==> config.mk <==
export PLATFORM = sky130hd
export DESIGN_NAME = pq_arbiter
export DESIGN_NICKNAME = d
export VERILOG_FILES = /design/src/rtl/pq_arbiter.sv
export SDC_FILE = /design/constraint.sdc
export NUM_CORES = 1
export LEC_CHECK = 0
export BUFFER_PORTS_ARGS = -buffer_cell sky130_fd_sc_hd__buf_2
export CORE_UTILIZATION = 29
export DETAILED_ROUTE_END_ITERATION = 12
export HOLD_SLACK_MARGIN = 0.08
export PLACE_DENSITY = 0.5
export SLEW_MARGIN = 40
export SYNTH_ARGS = -nofsm -noshare
export SYNTH_HDL_FRONTEND = slang
export SYNTH_SLANG_ARGS = --single-unit
==> constraint.sdc <==
create_clock -name clk -period 3.3 [get_ports clk]
set_clock_uncertainty 0.05 [all_clocks]
set_input_delay 0.33 -clock clk [delete_from_list [all_inputs] [get_ports clk]]
set_output_delay 0.33 -clock clk [all_outputs]
set_load 0.05 [all_outputs]
==> src/rtl/pq_arbiter.sv <==
// Round-robin arbiter sharing one priority queue among N_REQ requesters; >=4 cycles per op,
// ack 3 cycles + pq_busy time after grant. Ineligible requests (full/empty) stall, WAIT aborts with err after TMO.
module pq_arbiter #(
   parameter int N_REQ = 4,
   parameter int KVW   = 16,
   parameter int TMO   = 255
) (
   input  logic                 clk,
   input  logic                 rst,
   input  logic [N_REQ-1:0]     req_enq,
   input  logic [N_REQ-1:0]     req_deq,
   input  logic [N_REQ*KVW-1:0] req_kvi,
   output logic [N_REQ-1:0]     ack,
   output logic                 err,
   output logic [KVW-1:0]       rsp_kvo,
   output logic [2:0]           gnt_id,
   output logic                 pq_enq,
   output logic                 pq_deq,
   output logic [KVW-1:0]       pq_kvi,
   input  logic [KVW-1:0]       pq_kvo,
   input  logic                 pq_busy,
   input  logic                 pq_full,
   input  logic                 pq_empty
);

   localparam logic [1:0] IDLE  = 2'd0;
   localparam logic [1:0] ISSUE = 2'd1;
   localparam logic [1:0] WAIT  = 2'd2;
   localparam logic [1:0] DONE  = 2'd3;
   localparam int CW = $clog2(TMO + 1);

   logic [1:0]     state_q, state_d;
   logic [2:0]     rr_ptr_q, rr_ptr_d;
   logic [2:0]     gnt_id_q, gnt_id_d;
   logic           op_deq_q, op_deq_d;
   logic [KVW-1:0] kvi_q, kvi_d;
   logic [KVW-1:0] hold_q, hold_d;
   logic [KVW-1:0] rsp_q, rsp_d;
   logic [CW-1:0]  cnt_q, cnt_d;
   logic           errf_q, errf_d;
   logic           enq_q, enq_d;
   logic           deq_q, deq_d;

   logic [N_REQ-1:0]   elig;
   logic [N_REQ-1:0]   rot;
   logic               found;
   logic [3:0]         sum;
   logic [2:0]         sel;
   logic [7:0]         deq_pad;
   logic [8*KVW-1:0]   kvi_pad;

   // Rotate eligibility so bit 0 is rr_ptr; the lowest set bit is the winner.
   always_comb begin
      elig    = (req_deq & {N_REQ{~pq_empty}}) | (req_enq & {N_REQ{~pq_full}});
      rot     = N_REQ'({elig, elig} >> rr_ptr_q);
      deq_pad = 8'(req_deq);
      kvi_pad = (8*KVW)'(req_kvi);
      found   = 1'b0;
      sum     = '0;
      for (int k = N_REQ - 1; k >= 0; k--) begin
         if (rot[k]) begin
            found = 1'b1;
            sum   = {1'b0, rr_ptr_q} + 4'(k);
         end
      end
      if (sum >= 4'(N_REQ)) sum = sum - 4'(N_REQ);
      sel = sum[2:0];
   end

   always_comb begin
      state_d  = state_q;
      rr_ptr_d = rr_ptr_q;
      gnt_id_d = gnt_id_q;
      op_deq_d = op_deq_q;
      kvi_d    = kvi_q;
      hold_d   = hold_q;
      rsp_d    = rsp_q;
      cnt_d    = cnt_q;
      errf_d   = errf_q;
      enq_d    = 1'b0;
      deq_d    = 1'b0;
      case (state_q)
         IDLE: begin
            if (!pq_busy && found) begin
               state_d  = ISSUE;
               gnt_id_d = sel;
               // Dequeue wins when a requester asks for both.
               op_deq_d = deq_pad[sel] & ~pq_empty;
               kvi_d    = KVW'(kvi_pad >> (sel * KVW));
               enq_d    = ~(deq_pad[sel] & ~pq_empty);
               deq_d    = deq_pad[sel] & ~pq_empty;
            end
         end
         ISSUE: begin
            state_d = WAIT;
            cnt_d   = '0;
            errf_d  = 1'b0;
            if (op_deq_q) hold_d = pq_kvo;
         end
         WAIT: begin
            if (!pq_busy) begin
               state_d = DONE;
               if (op_deq_q) rsp_d = hold_q;
            end else if (cnt_q == CW'(TMO - 1)) begin
               state_d = DONE;
               errf_d  = 1'b1;
            end else begin
               cnt_d = cnt_q + CW'(1);
            end
         end
         DONE: begin
            state_d  = IDLE;
            rr_ptr_d = (gnt_id_q == 3'(N_REQ - 1)) ? 3'd0 : gnt_id_q + 3'd1;
         end
         default: state_d = IDLE;
      endcase
   end

   always_ff @(posedge clk or negedge rst) begin
      if (!rst) begin
         state_q  <= IDLE;
         rr_ptr_q <= '0;
         gnt_id_q <= '0;
         op_deq_q <= 1'b0;
         kvi_q    <= '0;
         hold_q   <= '0;
         rsp_q    <= '0;
         cnt_q    <= '0;
         errf_q   <= 1'b0;
         enq_q    <= 1'b0;
         deq_q    <= 1'b0;
      end else begin
         state_q  <= state_d;
         rr_ptr_q <= rr_ptr_d;
         gnt_id_q <= gnt_id_d;
         op_deq_q <= op_deq_d;
         kvi_q    <= kvi_d;
         hold_q   <= hold_d;
         rsp_q    <= rsp_d;
         cnt_q    <= cnt_d;
         errf_q   <= errf_d;
         enq_q    <= enq_d;
         deq_q    <= deq_d;
      end
   end

   assign ack     = (state_q == DONE) ? (N_REQ'(1) << gnt_id_q) : '0;
   assign err     = (state_q == DONE) & errf_q;
   assign rsp_kvo = rsp_q;
   assign gnt_id  = gnt_id_q;
   assign pq_enq  = enq_q;
   assign pq_deq  = deq_q;
   assign pq_kvi  = kvi_q;

endmodule

==> results of run 1 <==
## logic make-up (layout without fill, tap and decap cells)
family                     Yosys count  after routing  share of synthesized area
and+or+nand+nor                     85             85                      0.125
muxes                               72             72                      0.201
DFF                                 68             68                      0.448
AOI/OAI and AO/OA                   54             54                      0.127
buffers and inverters               25            171                     0.0395
adders and majority gates           14             14                     0.0461
xor gates and xnor gates             6              6                     0.0138
## timing repair
item | in CTS | in global routing
setup buffers | 0 | 0
endpoints found under the hold margin | 23 | 0
hold buffers | 1 | 0
## synthesized netlist by cell type (2+ instances only)
cell      number  area [µm²]
xor2_1         4        35.0
nand3_1        3        15.0
clkbuf_1       5        18.8
nand3b_1       2        15.0
o21ai_0        8        40.0
nor2_1        14        52.6
o221ai_1       6        52.6
o221ai_2      11         165
or3_1          4        25.0
o21ai_1        2        10.0
nand4_1        2        12.5
buf_6          2        22.5
inv_1          8        30.0
or2_4          3        26.3
o22ai_1        2        12.5
mux2_2        34         383
nand2_1       26        97.6
nor2b_1       10        62.6
ha_1          14         175
buf_2          5        25.0
dfrtp_1       68        1700
and3_1         2        12.5
xnor2_1        2        17.5
mux2i_1       38         380
a31oi_1        2        12.5
a21oi_1       10        50.1
buf_4          2        15.0
and2_1         6        37.5
## where the power goes
| group | switching, mW | internal [mW] | total (mW) | leakage [nW] |
|---|---|---|---|---|
| sequential | 0.226 | 1.18 | 1.41 | 0.853 |
| combinational | 1.77 | 1.06 | 2.83 | 1.45 |
| clock | 0.383 | 0.595 | 0.978 | 0.143 |
## final timing paths
check                                         from  cells past startpoint                 endpoint
hold / removal                           pq_kvo[7]                      2    hold_q[7]$_DFFE_PN0P_
hold reg to reg              pq_kvi[4]$_DFFE_PN0P_                      2    pq_kvi[4]$_DFFE_PN0P_
setup / recovery           rr_ptr_q[1]$_DFFE_PN0P_                      9    pq_kvi[2]$_DFFE_PN0P_
setup reg to reg           rr_ptr_q[1]$_DFFE_PN0P_                      9    pq_kvi[2]$_DFFE_PN0P_
max in group asynchronous                      rst                      3  rr_ptr_q[2]$_DFFE_PN0P_
min in group asynchronous                      rst                      2   hold_q[10]$_DFFE_PN0P_
## critical path: cells and delay by family, from the launching register on
family	cells	cell delay (ns)
buffers and inverters	2	0.38
and+or+nand+nor	5	1.31
DFF	1	0.59
AOI/OAI and AO/OA	2	0.55
## routing by layer
layer	share of wire	track usage
met1	0.45	0.163
met4	0.0073	0.0410
met2	0.48	0.229
met5	0	0
met3	0.060	0.0374
## placed cells by master (no fill, tap or decap), types with 3 or more instances in the layout
cell and n:
a21oi_1 10, and2_1 6, buf_2 134, buf_4 10, clkbuf_16 9, dfrtp_1 68, ha_1 14, inv_1 8
inv_6 4, mux2_2 34, mux2i_1 38, nand2_1 26, nand3_1 3, nor2_1 14, nor2b_1 10, o21ai_0 8
o221ai_1 6, o221ai_2 11, or2_4 3, or3_1 4, xor2_1 4
## sequential cells by signal (all words and copies together) (netlist names)
signal and flops:
pq_kvi 16, hold_q 16, pq_deq 1, rsp_kvo 16
pq_enq 1, gnt_id 3, state_q 2, rr_ptr_q 3
cnt_q 8, errf_q 1, op_deq_q 1
## metrics by stage
| stage | hold slack [ns] | std cells |
|---|---|---|
| 2_1_floorplan | -0.0156 | 324 |
| 3_3_place_gp | 0.286 | 624 |
| 3_5_place_dp | 0.287 | 625 |
| 4_1_cts | 0.168 | 642 |
| 5_1_grt | 0.169 | 642 |
| 6_report | 0.177 | 642 |
## area by class of cell
type | instances | area [µm²] | share of cell area
multi-input cells | 231 | 1960 | 0.393
repair buffers | 146 | 767 | 0.154
flip-flops and latches | 68 | 1700 | 0.341
well taps | 172 | 215 | 0.0432
clock inverters | 7 | 80.1 | 0.0161
clock buffers | 9 | 225 | 0.0452
inverters | 9 | 33.8 | 0.00678
==> results.sh, run 1 <==
export IMPL_synth_seq_area_share=0.448
export IMPL_start_util=0.300
export IMPL_min_period_ns=3.03
export IMPL_fin_nets=572
export IMPL_drt_vias_per_instance=4.63
export IMPL_cp_max_fo=16
export IMPL_htree_levels=3
export IMPL_io_buffers=134
export IMPL_powerDensity_nw_per_um2=1050
export IMPL_drive_gt1_frac=0.466
export IMPL_core_area_um2=12700
export IMPL_crit_path_start_kind="flop"
export IMPL_power_mw=5.22
export IMPL_cts_buffers=9
export IMPL_chipWidth_um=116
export IMPL_cts_resized=0
export IMPL_dp_hpwl_mm=6.77
export IMPL_drt_total_wl_mm=8.87
export IMPL_cts_root_buf="clkbuf_16"
export IMPL_regToRegSetupSlack_ns=0.27
export IMPL_critPathKind="flop to flop"
export IMPL_synthFlopType="dfrtp_1"
export IMPL_ios=135
export IMPL_max_slew_worst_pin_slew_ns=0.768
export IMPL_insertion_delay_ns=0.33
export IMPL_detail_route_first_pass_iterations=4
export IMPL_avgSynthCellArea_um2=11.7
export IMPL_cts_buffer_depth=2
export IMPL_n_antenna_cell=0
export IMPL_syn_instance_count=324
export IMPL_ant_nets=0
export IMPL_antenna_found_initial=0
export IMPL_hold_class="input port to flop"
export IMPL_dieArea_um2=13600
export IMPL_clk_pin_slew_ns=0.06
export IMPL_drv_cap=0
export IMPL_area_growth_pct=31.2
export IMPL_utilization=0.393
export IMPL_drc_errors=0
export IMPL_syn_num_nets=431
export IMPL_worstPathRequired_ns=3.44
export IMPL_grt_pass1_wl_mm=14.0
export IMPL_num_rows=41
export IMPL_max_clock_freq_mhz=330
export IMPL_status="complete, no violations"
export IMPL_min_period_over_period=0.918
export IMPL_overflow=0
export IMPL_p_leak_nw=2.45
export IMPL_die_h_um=116
export IMPL_synth_area_um2=3800
export IMPL_critPathMaxStageDelay_ns=0.59
export IMPL_synthArstFlopShare=1.00
export IMPL_track_usage=0.134
export IMPL_slew_violations=0
export IMPL_dr_total_vias=2973
export IMPL_hold_viol_final=0
export IMPL_grt_max_degree=46
export IMPL_end_kind="flop"
export IMPL_max_vdd_ir_drop_mv=0.459
export IMPL_max_slew_margin_rel=0.487
export IMPL_drtIter0Drc=100
export IMPL_slowest_stage="dfrtp_1"
export IMPL_cts_tree="done"
export IMPL_path_cells="inv_2, nor3_4, nand2_1, and3_1, or4_4, a311oi_4, or3_1, buf_4, o221ai_1"
export IMPL_place_area_um2=4670
export IMPL_synth_edf_count=0
export IMPL_rsz0062_at_grt="false"
export IMPL_gp_congestion=0.736
export IMPL_arrival_ns=3.17
export IMPL_cts_sinks=68
export IMPL_wl_per_cell_um=13.8
export IMPL_final_setup_tns_ns=0
export IMPL_ys_types=57
export IMPL_first_global_vias=2968
export IMPL_dp_slack_ns=0.262
export IMPL_ys_warnings_count=0
export IMPL_setup_ws_ns=0.272
export IMPL_nFillCells=1297
export IMPL_fin_area_um2=4980
export IMPL_setup_violations=0
export IMPL_synth_seq_cells=68
Power figures use the tool's default switching activity.
==> inputs of run 2 (changes only) <==
--- a/config.mk
+++ b/config.mk
@@ -6,10 +6,12 @@
 export NUM_CORES = 1
 export LEC_CHECK = 0
 export BUFFER_PORTS_ARGS = -buffer_cell sky130_fd_sc_hd__buf_2
+export CORE_ASPECT_RATIO = 0.8
 export CORE_UTILIZATION = 29
 export DETAILED_ROUTE_END_ITERATION = 12
 export HOLD_SLACK_MARGIN = 0.08
 export PLACE_DENSITY = 0.5
+export REMOVE_ABC_BUFFERS = 1
 export SLEW_MARGIN = 40
 export SYNTH_ARGS = -nofsm -noshare
 export SYNTH_HDL_FRONTEND = slang
==> results.sh, run 2 (same netlist as run 1, synthesis figures left out) <==
export IMPL_met2_usage=0.208
export IMPL_max_slew_worst_pin_slew_ns=0.738
export IMPL_hold_class="input port to flop"
export IMPL_overflow=0
export IMPL_antenna_found_initial=0
export IMPL_gp_congestion=0.796
export IMPL_cts_tree="done"
export IMPL_fin_nets=572
export IMPL_cp_max_fo=16
export IMPL_hold_viol_final=0
export IMPL_nFillCells=1295
export IMPL_power_mw=5.11
export IMPL_drive_gt1_frac=0.462
export IMPL_met3_usage=0.0478
export IMPL_utilization=0.386
export IMPL_final_common_cell="buf_2"
export IMPL_min_period_over_period=0.906
export IMPL_arrival_ns=3.13
export IMPL_busiest_layer="met2"
export IMPL_drc_errors=0
export IMPL_p_leak_nw=2.43
export IMPL_drv_cap=0
export IMPL_grt_max_degree=34
export IMPL_core_area_um2=12800
export IMPL_critPathMaxStageDelay_ns=0.57
export IMPL_crit_family="simple AND/OR/NAND/NOR gates"
export IMPL_drt_vias_per_instance=4.64
export IMPL_cts_buffer_depth=2
export IMPL_worstPathRequired_ns=3.44
export IMPL_n_antenna_cell=0
export IMPL_num_rows=37
export IMPL_max_vdd_ir_drop_mv=0.519
export IMPL_clk_pin_slew_ns=0.06
export IMPL_final_setup_tns_ns=0
export IMPL_max_slew_margin_rel=0.507
export IMPL_chipWidth_um=130
export IMPL_wl_per_cell_um=13.9
export IMPL_drtIter0Drc=107
export IMPL_drt_total_wl_mm=8.93
export IMPL_most_common_layout_cells="buf_2, dfrtp_1, mux2i_1, mux2_2, nand2_1"
export IMPL_rsz0062_at_grt="false"
export IMPL_slowest_stage="dfrtp_1"
export IMPL_insertion_delay_ns=0.33
export IMPL_crit_path_start_kind="flop"
export IMPL_end_kind="flop"
export IMPL_track_usage=0.135
export IMPL_cts_buffers=9
export IMPL_setup_violations=0
export IMPL_status="complete, no violations"
export IMPL_area_growth_pct=30.4
export IMPL_cts_root_buf="clkbuf_16"
export IMPL_dr_total_vias=2990
export IMPL_dieArea_um2=13600
export IMPL_detail_route_first_pass_iterations=4
export IMPL_path_cells="inv_2, nor3_4, nand2_1, and3_1, or4_4, a311oi_4, or3_1, buf_4, o221ai_1"
export IMPL_critPathKind="flop to flop"
export IMPL_max_clock_freq_mhz=335
export IMPL_io_buffers=134
export IMPL_ant_nets=0
export IMPL_ios=135
export IMPL_globalRouteMet1Util=0.178
export IMPL_powerDensity_nw_per_um2=1030
export IMPL_htree_levels=3
export IMPL_cts_sinks=68
export IMPL_min_period_ns=2.99
export IMPL_slew_violations=0
export IMPL_start_util=0.296
export IMPL_regToRegSetupSlack_ns=0.31
export IMPL_cts_resized=0
export IMPL_dp_hpwl_mm=6.94
export IMPL_path_buf_inv=2
export IMPL_first_global_vias=2896
export IMPL_die_h_um=104
export IMPL_grt_pass1_wl_mm=14.2
[run 2: final timing paths]
kind	startpoint	endpoint	depth (start not counted)
setup / recovery	rr_ptr_q[1]$_DFFE_PN0P_	pq_kvi[1]$_DFFE_PN0P_	9
hold / removal	pq_kvo[7]	hold_q[7]$_DFFE_PN0P_	2
setup reg to reg	rr_ptr_q[1]$_DFFE_PN0P_	pq_kvi[1]$_DFFE_PN0P_	9
hold reg to reg	pq_kvi[12]$_DFFE_PN0P_	pq_kvi[12]$_DFFE_PN0P_	2
max in group asynchronous	rst	rsp_kvo[12]$_DFFE_PN0P_	3
min in group asynchronous	rst	op_deq_q$_DFFE_PN0P_	2
[run 2: what timing repair did]
action / in CTS / in global routing
setup buffers: 0 / 0
hold buffers: 1 / 0
hold endpoints to repair: 20 / 0
[run 2: layout make-up]
type	instances	area, µm²	share of cell area
Sequential cell	68	1700	0.344
Clock inverter	4	25.0	0.00505
Timing Repair Buffer	146	767	0.155
Clock buffer	12	246	0.0498
Inverter	9	33.8	0.00682
Tap cell	175	219	0.0442
Multi-Input combinational cell	231	1960	0.396
[run 2: stage by stage]
stage               worst slack (ns)  instances  hold slack (ns)  cell area (µm²)
floorplan                      -1.60        308          -0.0156             3680
global placement               0.395        627            0.288             4660
detailed placement             0.315        628            0.291             4670
CTS                            0.302        645            0.169             4950
global route                   0.109        645            0.169             4950
finish                         0.311        645            0.183             4950
[run 2: power breakdown]
group / switching (mW) / internal [mW] / total, mW / leakage [nW]
sequential: 0.218 / 1.18 / 1.40 / 0.853
combinational: 1.79 / 1.06 / 2.84 / 1.45
clock: 0.340 / 0.526 / 0.866 / 0.129
total: 2.35 / 2.76 / 5.11 / 2.43
[run 2: per-layer routing]
layer / up-vias / routed length [µm]
met1: 1383 / 4220
met3: 12 / 773
met5: - / 0
met2: 131 / 3850
met4: 0 / 93
li1: 1464 / -
